<file path="config.mk">
export PLATFORM = sky130hd
export DESIGN_NAME = dmem_arbiter
export DESIGN_NICKNAME = d
export VERILOG_FILES = /design/src/rtl/dmem_arbiter_pkg.sv /design/src/rtl/dmem_arb_pick.sv /design/src/rtl/dmem_arbiter.sv
export SDC_FILE = /design/constraint.sdc
export NUM_CORES = 1
export LEC_CHECK = 0
export BUFFER_PORTS_ARGS = -buffer_cell sky130_fd_sc_hd__buf_2
export CAP_MARGIN = 30
export CORE_AREA = 2 2 115 117
export DETAILED_ROUTE_END_ITERATION = 10
export DIE_AREA = 0 0 117 119
export GPL_TIMING_DRIVEN = 1
export PLACE_DENSITY = 0.76
export RECOVER_POWER = 25
export SLEW_MARGIN = 25
export SYNTH_ARGS = -nofsm -noshare
export SYNTH_HDL_FRONTEND = slang
export SYNTH_SLANG_ARGS = --single-unit
export TNS_END_PERCENT = 50
</file>
<file path="constraint.sdc">
create_clock -name clk -period 5.2 [get_ports clk]
set_input_delay 1.04 -clock clk [delete_from_list [all_inputs] [get_ports clk]]
set_output_delay 1.04 -clock clk [all_outputs]
set_load 0.02 [all_outputs]
</file>
<file path="src/rtl/dmem_arbiter_pkg.sv">
// Shared types and constants for the data-memory arbiter (dmem_arbiter, dmem_arb_pick).
// Optional round-robin contention is selected with DMEM_ARB_RR_EN.
package dmem_arbiter_pkg;

    typedef enum logic {
        IDLE   = 1'b0,
        ACCESS = 1'b1
    } arb_state_e;

    localparam logic PORT_CORE   = 1'b0;
    localparam logic PORT_LOADER = 1'b1;

    // Keeps the starvation counter at least one bit wide even for STARVE_MAX = 0.
    function automatic int starve_cnt_w(input int starve_max);
        return (starve_max < 1) ? 1 : $clog2(starve_max + 1);
    endfunction

endpackage

</file>
<file path="src/rtl/dmem_arb_pick.sv">
// Combinational winner selection between the core (port 0) and loader (port 1).
// DMEM_ARB_RR_EN selects round-robin contention; otherwise port 0 wins unless starve_hit.
module dmem_arb_pick
    import dmem_arbiter_pkg::*;
(
    input  logic en,
    input  logic p0_req,
    input  logic p1_req,
`ifdef DMEM_ARB_RR_EN
    input  logic rr_ptr,
`else
    input  logic starve_hit,
`endif
    output logic p0_gnt,
    output logic p1_gnt,
    output logic winner
);

    logic contend;
    logic prefer;

    always_comb begin
        contend = p0_req && p1_req;
`ifdef DMEM_ARB_RR_EN
        prefer = rr_ptr;
`else
        prefer = starve_hit ? PORT_LOADER : PORT_CORE;
`endif
        winner = PORT_CORE;
        if (contend) begin
            winner = prefer;
        end else if (p1_req) begin
            winner = PORT_LOADER;
        end
        // Grants are suppressed while reset is held.
        p0_gnt = en && p0_req && (winner == PORT_CORE);
        p1_gnt = en && p1_req && (winner == PORT_LOADER);
    end

endmodule

</file>
<file path="src/rtl/dmem_arbiter.sv">
// Two-port arbiter in front of a single-ported data memory with combinational read.
// Define DMEM_ARB_RR_EN for round-robin contention instead of port-0 priority with starvation relief.
module dmem_arbiter
    import dmem_arbiter_pkg::*;
#(
    parameter int ADDR_W     = 32,
    parameter int DATA_W     = 32,
    parameter int STARVE_MAX = 4
)
(
    input  logic              clk,
    input  logic              rstn,

    input  logic              p0_req,
    input  logic              p0_we,
    input  logic [ADDR_W-1:0] p0_addr,
    input  logic [DATA_W-1:0] p0_wdata,
    output logic              p0_gnt,
    output logic              p0_rvalid,
    output logic [DATA_W-1:0] p0_rdata,

    input  logic              p1_req,
    input  logic              p1_we,
    input  logic [ADDR_W-1:0] p1_addr,
    input  logic [DATA_W-1:0] p1_wdata,
    output logic              p1_gnt,
    output logic              p1_rvalid,
    output logic [DATA_W-1:0] p1_rdata,

    output logic [ADDR_W-1:0] mem_address,
    output logic [DATA_W-1:0] mem_dataW,
    output logic              mem_isWmem,
    input  logic [DATA_W-1:0] mem_dataR
);

    arb_state_e        state;
    arb_state_e        state_nxt;

    logic [ADDR_W-1:0] addr_q;
    logic [DATA_W-1:0] wdata_q;
    logic              we_q;
    logic              port_q;

    logic              winner;
    logic              any_gnt;
    logic              rd_done;

    logic              sel_we;
    logic [ADDR_W-1:0] sel_addr;
    logic [DATA_W-1:0] sel_wdata;

`ifdef DMEM_ARB_RR_EN
    logic              rr_ptr;
`else
    localparam int     CNT_W = starve_cnt_w(STARVE_MAX);
    logic [CNT_W-1:0]  starve_cnt;
    logic              starve_hit;

    assign starve_hit = (starve_cnt == CNT_W'(STARVE_MAX));
`endif

    dmem_arb_pick u_pick (
        .en         (rstn),
        .p0_req     (p0_req),
        .p1_req     (p1_req),
`ifdef DMEM_ARB_RR_EN
        .rr_ptr     (rr_ptr),
`else
        .starve_hit (starve_hit),
`endif
        .p0_gnt     (p0_gnt),
        .p1_gnt     (p1_gnt),
        .winner     (winner)
    );

    assign any_gnt   = p0_gnt || p1_gnt;
    assign sel_we    = (winner == PORT_LOADER) ? p1_we    : p0_we;
    assign sel_addr  = (winner == PORT_LOADER) ? p1_addr  : p0_addr;
    assign sel_wdata = (winner == PORT_LOADER) ? p1_wdata : p0_wdata;

    assign mem_address = addr_q;
    assign mem_dataW   = wdata_q;

    always_ff @(posedge clk) begin
        if (!rstn) begin
            state   <= IDLE;
            addr_q  <= '0;
            wdata_q <= '0;
            we_q    <= 1'b0;
            port_q  <= PORT_CORE;
        end else begin
            state <= state_nxt;
            if (any_gnt) begin
                addr_q  <= sel_addr;
                wdata_q <= sel_wdata;
                we_q    <= sel_we;
                port_q  <= winner;
            end
        end
    end

    // Gating the write strobe with rstn drops a granted write if reset lands in its memory cycle.
    always_comb begin
        state_nxt  = state;
        mem_isWmem = 1'b0;
        rd_done    = 1'b0;
        case (state)
            IDLE: begin
                if (any_gnt) begin
                    state_nxt = ACCESS;
                end
            end
            ACCESS: begin
                mem_isWmem = we_q && rstn;
                rd_done    = !we_q;
                if (!any_gnt) begin
                    state_nxt = IDLE;
                end
            end
            default: begin
                state_nxt = IDLE;
            end
        endcase
    end

    always_ff @(posedge clk) begin
        if (!rstn) begin
            p0_rvalid <= 1'b0;
            p1_rvalid <= 1'b0;
            p0_rdata  <= '0;
            p1_rdata  <= '0;
        end else begin
            p0_rvalid <= rd_done && (port_q == PORT_CORE);
            p1_rvalid <= rd_done && (port_q == PORT_LOADER);
            if (rd_done && (port_q == PORT_CORE)) begin
                p0_rdata <= mem_dataR;
            end
            if (rd_done && (port_q == PORT_LOADER)) begin
                p1_rdata <= mem_dataR;
            end
        end
    end

`ifdef DMEM_ARB_RR_EN
    // Only contested grants move the pointer, so an uncontested port cannot bank priority.
    always_ff @(posedge clk) begin
        if (!rstn) begin
            rr_ptr <= PORT_CORE;
        end else if (p0_req && p1_req) begin
            rr_ptr <= ~winner;
        end
    end
`else
    always_ff @(posedge clk) begin
        if (!rstn) begin
            starve_cnt <= '0;
        end else if (p1_gnt || !p1_req) begin
            starve_cnt <= '0;
        end else if (p0_gnt && !starve_hit) begin
            starve_cnt <= starve_cnt + 1'b1;
        end
    end
`endif

endmodule

</file>
== Word level (Yosys, flattened, before mapping) ==
Cells that the tools add are included.

* $lt $le $gt $ge: 0
* $mul: 0
* Add/sub/neg operators: 1
* Equality and inequality tests: 1
* Div/mod/pow operators: 0
* Bitwise logic cells: 3
* Multiplexer cells: 9
* Shift-type cells: 0
* Reductions and logical operators: 15

{| class="wikitable"
|+ Operators with widths
! operator !! count
|-
| $mux 32 || 2
|-
| $logic_and 1x1->1 || 9
|-
| $mux 1 || 7
|-
| $add 3x1->3 const B || 1
|-
| $eq 3x3->1 const B || 1
|-
| $logic_not 1->1 || 3
|-
| $not 1->1 || 3
|-
| $logic_or 1x1->1 || 2
|-
| $reduce_or 2->1 || 1
|}

* Output and inout bits: 133
* Flip-flop bits (word level): 136
* Bits in writable memories: 0
* Logic and storage cells: 39
* Memories kept: 0
* Bits in latches: 0
* Bits in read-only memories: 0

== Longest topological paths before layout ==
* Word-level depth: 7
* Depth in mapped cells: 9

== Cells and area by module ==
Synthesis repeated with hierarchy kept, for this count alone.

* Cell total of the unflattened synthesis: 501
* Area, all modules: 5693.0 um^2

{| class="wikitable"
|+ By module, submodules not included
! module !! cells an instance !! sequential area each (um^2) !! area each (um^2) !! times used
|-
| dmem_arbiter || 496 || 2722.6 || 5665.4 || 1
|-
| dmem_arb_pick || 5 || 0.0 || 27.5 || 1
|}

== Worst setup path before layout ==
No wires, ideal clock.

* Path kind: in2out
* Start: input rstn
* End: output p0_gnt
* Setup slack: 2.284 ns
* Stages: 4
* Arrival time: 1.876 ns
* Path buffers: 2
* Cells stage by stage: buf_2 > nand2_1 > a31oi_1 > clkbuf_1

* Cells in the longest elaborated chain, start to end: 2

{| class="wikitable"
|+ RTL lines
! element !! RTL line !! RTL
|-
| start, declared || dmem_arbiter.sv:12 || <nowiki>input logic rstn,</nowiki>
|-
| $logic_and 1x1->1 (2 in series) || dmem_arb_pick.sv:36 || <nowiki>p0_gnt = en && p0_req && (winner == PORT_CORE);</nowiki>
|-
| end, declared || dmem_arbiter.sv:18 || <nowiki>output logic p0_gnt,</nowiki>
|}

No other way between the ends.

== Worst setup path in the final report ==
* Start: input p1_req
* End: output p1_gnt

* Cells in the longest elaborated chain, start to end: 3
* Elaborated cells on any way between the ends: 5

{| class="wikitable"
|+ RTL lines
! element !! RTL line !! RTL
|-
| start, declared || dmem_arbiter.sv:22 || <nowiki>input logic p1_req,</nowiki>
|-
| $mux 1 or $logic_and 1x1->1 (tied branches) || dmem_arb_pick.sv:32, dmem_arb_pick.sv:23 ||
|-
| $mux 1 || dmem_arb_pick.sv:30 || <nowiki>if (contend) begin</nowiki>
|-
| $logic_and 1x1->1 * || dmem_arb_pick.sv:37 || <nowiki>p1_gnt = en && p1_req && (winner == PORT_LOADER);</nowiki>
|-
| end, declared || dmem_arbiter.sv:26 || <nowiki>output logic p1_gnt,</nowiki>
|}

Every way passes the cells marked *; elsewhere a longest branch is shown, timed or not.

==> flow_metrics.py <==
metrics = {
    "run_status": {
        "status": "finished, final reports clean",
    },
    "hold_path": {
        "holdPathEnd": "p0_rdata[18]",
        "hp-start": "p0_rdata[18]",
        "hp-class": "flip-flop to flip-flop",
        "whs_path_depth": 2,
    },
    "synth": {
        "ys.flop_type": "dfxtp_1",
        "synth_area_leaders": "dfxtp_1, nand2_1, a221o_1",
        "syn_inst": 569,
        "synthesis.area_um2": 5220,
        "post-synth-top-area-cell": "dfxtp_1",
        "synth_commonest_cells": "dfxtp_1, nand2_1, a21boi_0",
        "yosys_register_bits": 136,
        "synth_nets": 737,
        "synth_cell_type_count": 27,
        "seq_area_frac_synth_pct": 52.1,
        "synth_top_area_share_pct": 52.1,
        "synth-async-reset-ratio_pct": 0,
        "synth_edf_count": 0,
        "yosysWarnings": 0,
        "syn_area_per_cell_um2": 9.18,
        "synth.most_common_cell": "dfxtp_1",
    },
    "placement": {
        "portBuffers": 298,
        "dpl_cell_area_um2": 6820,
        "finalWeightedCongestion": 0.846,
        "hpwl_um": 10800,
        "pre_cts_slack_ns": 1.98,
    },
    "layout": {
        "fillers": 1161,
        "fin_area_um2": 7450,
        "drive_gt1_share_pct": 39.7,
        "fin_nets": 1015,
        "area_growth_pct": 42.6,
    },
    "cts": {
        "path_clk_slew_ns": 0.06,
        "ctsLongestPathBuffers": 2,
        "root_buffer": "clkbuf_16",
        "numCtsBuffers": 17,
        "cts_tree": "done",
        "insertion_delay_ns": 0.41,
        "cts_hold_buf": 0,
        "cts_max_level": 4,
        "clock_sinks": 136,
        "post-cts-setup-buffer-count": 0,
        "post_cts_resized": 0,
    },
    "global_route": {
        "grt_pass1_wl_um": 23700,
        "grt_start_max_net_pins": 86,
        "grt.overflow.total": 0,
        "first_global_vias": 4907,
        "antenna_found_initial": 4,
        "grt_usage_pct": 21.7,
    },
    "detailed_routing": {
        "wl_met2_um": 7490,
        "viasPerCell": 5.00,
        "num_vias": 5180,
        "wl_met3_um": 1240,
        "first_pass_iters": 4,
        "wl_met1_um": 6490,
        "drc_errors": 0,
        "avgRoutedWirePerCell_um": 15.0,
        "drt_wl_total_um": 15600,
        "top_layer_used": "met4",
        "dr.first_iter.drc_count": 399,
        "final_antenna_net_count": 0,
    },
    "die": {
        "die_w_um": 117,
        "die_area_um2": 13900,
        "initial_core_util_pct": 40.6,
        "rows": 42,
        "ios": 299,
        "coreArea_um2": 12900,
        "die_h_um": 119,
    },
    "setup_path": {
        "cp_max_fo": 24,
        "path_depth": 3,
        "crit_chain": "clkbuf_1 -> and3_2 -> buf_2",
        "worst_r2r_endpoint": "mem_dataW[6]",
        "crit_buf_inv": 2,
        "required_ns": 4.16,
        "endpoint_kind": "output pin",
        "crit_type": "input port to output pin",
        "crit_slowest_cell": "clkbuf_1",
        "worst_setup_path_start_kind": "input port",
        "slowest_delay_ns": 0.76,
        "crit_arrival_ns": 2.36,
        "r2r-start": "starve_cnt[0]",
        "r2r_slack_ns": 2.96,
        "crit_family": "buffers and inverters",
        "reg2regPathDepth": 6,
    },
    "timing": {
        "slew_headroom_pct": 30.4,
        "whs_ns": 0.459,
        "finalMaxSlewViolations": 0,
        "timing.final.ws_setup_ns": 1.80,
        "rsz0062_at_grt": "false",
        "period_share_pct": 65.5,
        "hold_violations": 0,
        "setup_violations": 0,
        "skew_ns": 0.0103,
        "fin_tns_setup_ns": 0,
        "worst_pin_slew_ns": 1.04,
        "period_needed_ns": 3.40,
        "fmax_ghz": 0.294,
    },
    "power_and_ir_drop": {
        "p_total_uw": 2740,
        "ir_drop_mv": 0.191,
        "power_density_nw_per_um2": 368,
        "leakage_uw": 0.00352,
    },
    "job": {
        "cap_violations": 0,
    },
}
sequential cells by signal, summed over array words and instances (netlist names):
| name | flops |
|---|---|
| mem_address | 32 |
| mem_dataW | 32 |
| p0_rdata | 32 |
| p1_rdata | 32 |
| starve_cnt | 3 |
| p0_rvalid | 1 |
| p1_rvalid | 1 |
| port_q | 1 |
| state | 1 |
| we_q | 1 |
cells in the final DEF (no fill, tap or decap), types with 17 or more instances in the layout:
cell and count:
and2_1 50, o21ai_0 35, nand2_1 129, a21oi_1 18
dfxtp_1 136, a31oi_1 17, clkbuf_16 17, buf_2 296
a21boi_0 64, a221o_1 48
logic make-up after synthesis:
kind of cell,count (synthesis),share of synthesized area [%]
AOI/OAI and AO/OA,186,26.1
adders and majority gates,2,0.479
buffers and inverters,52,4.24
DFF,136,52.1
muxes,1,0.192
and+or+nand+nor,192,16.9
through the flow:
stage / util [%] / std cells
floorplan: - / 569
global placement: 52.9 / 1002
detailed placement: 53.0 / 1004
CTS: 57.8 / 1035
global route: 57.9 / 1037
finish: 57.9 / 1037
layout make-up:
type                            count  area [µm²]  area share [%]
Sequential cell                   136        2720            36.6
Tap cell                          176         220            2.96
Multi-Input combinational cell    381        2310            31.0
Clock inverter                     10         143            1.92
Inverter                            4        15.0           0.202
Timing Repair Buffer              307        1560            20.9
Antenna cell                        2        5.00          0.0672
Clock buffer                       21         480            6.45
report_power, final:
part / leakage, µW / internal (µW) / switching, µW
clock network: 0.000294 / 805 / 457
registers: 0.00112 / 1100 / 30.4
logic: 0.00211 / 141 / 203
tightest hold or removal path: stages (launching register included):
cell and delay, ns:
dfxtp_1 0.30, nand2_1 0.04, a21boi_0 0.06
worst max path at each step:
stage	startpoint	end
finish	p1_req	p1_gnt
global route	p1_req	p1_gnt
CTS	p0_req	p1_gnt
detailed placement	p0_req	p1_gnt
global placement	p0_req	p1_gnt
floorplan	rstn	p0_gnt
metal layers:
layer	GRT usage, %	vias to the layer above
li1	-	2550
met2	36.0	217
met4	7.72	0
met1	25.5	2382
met5	0	-
met3	7.89	31
(Power assumes the default switching activity.)
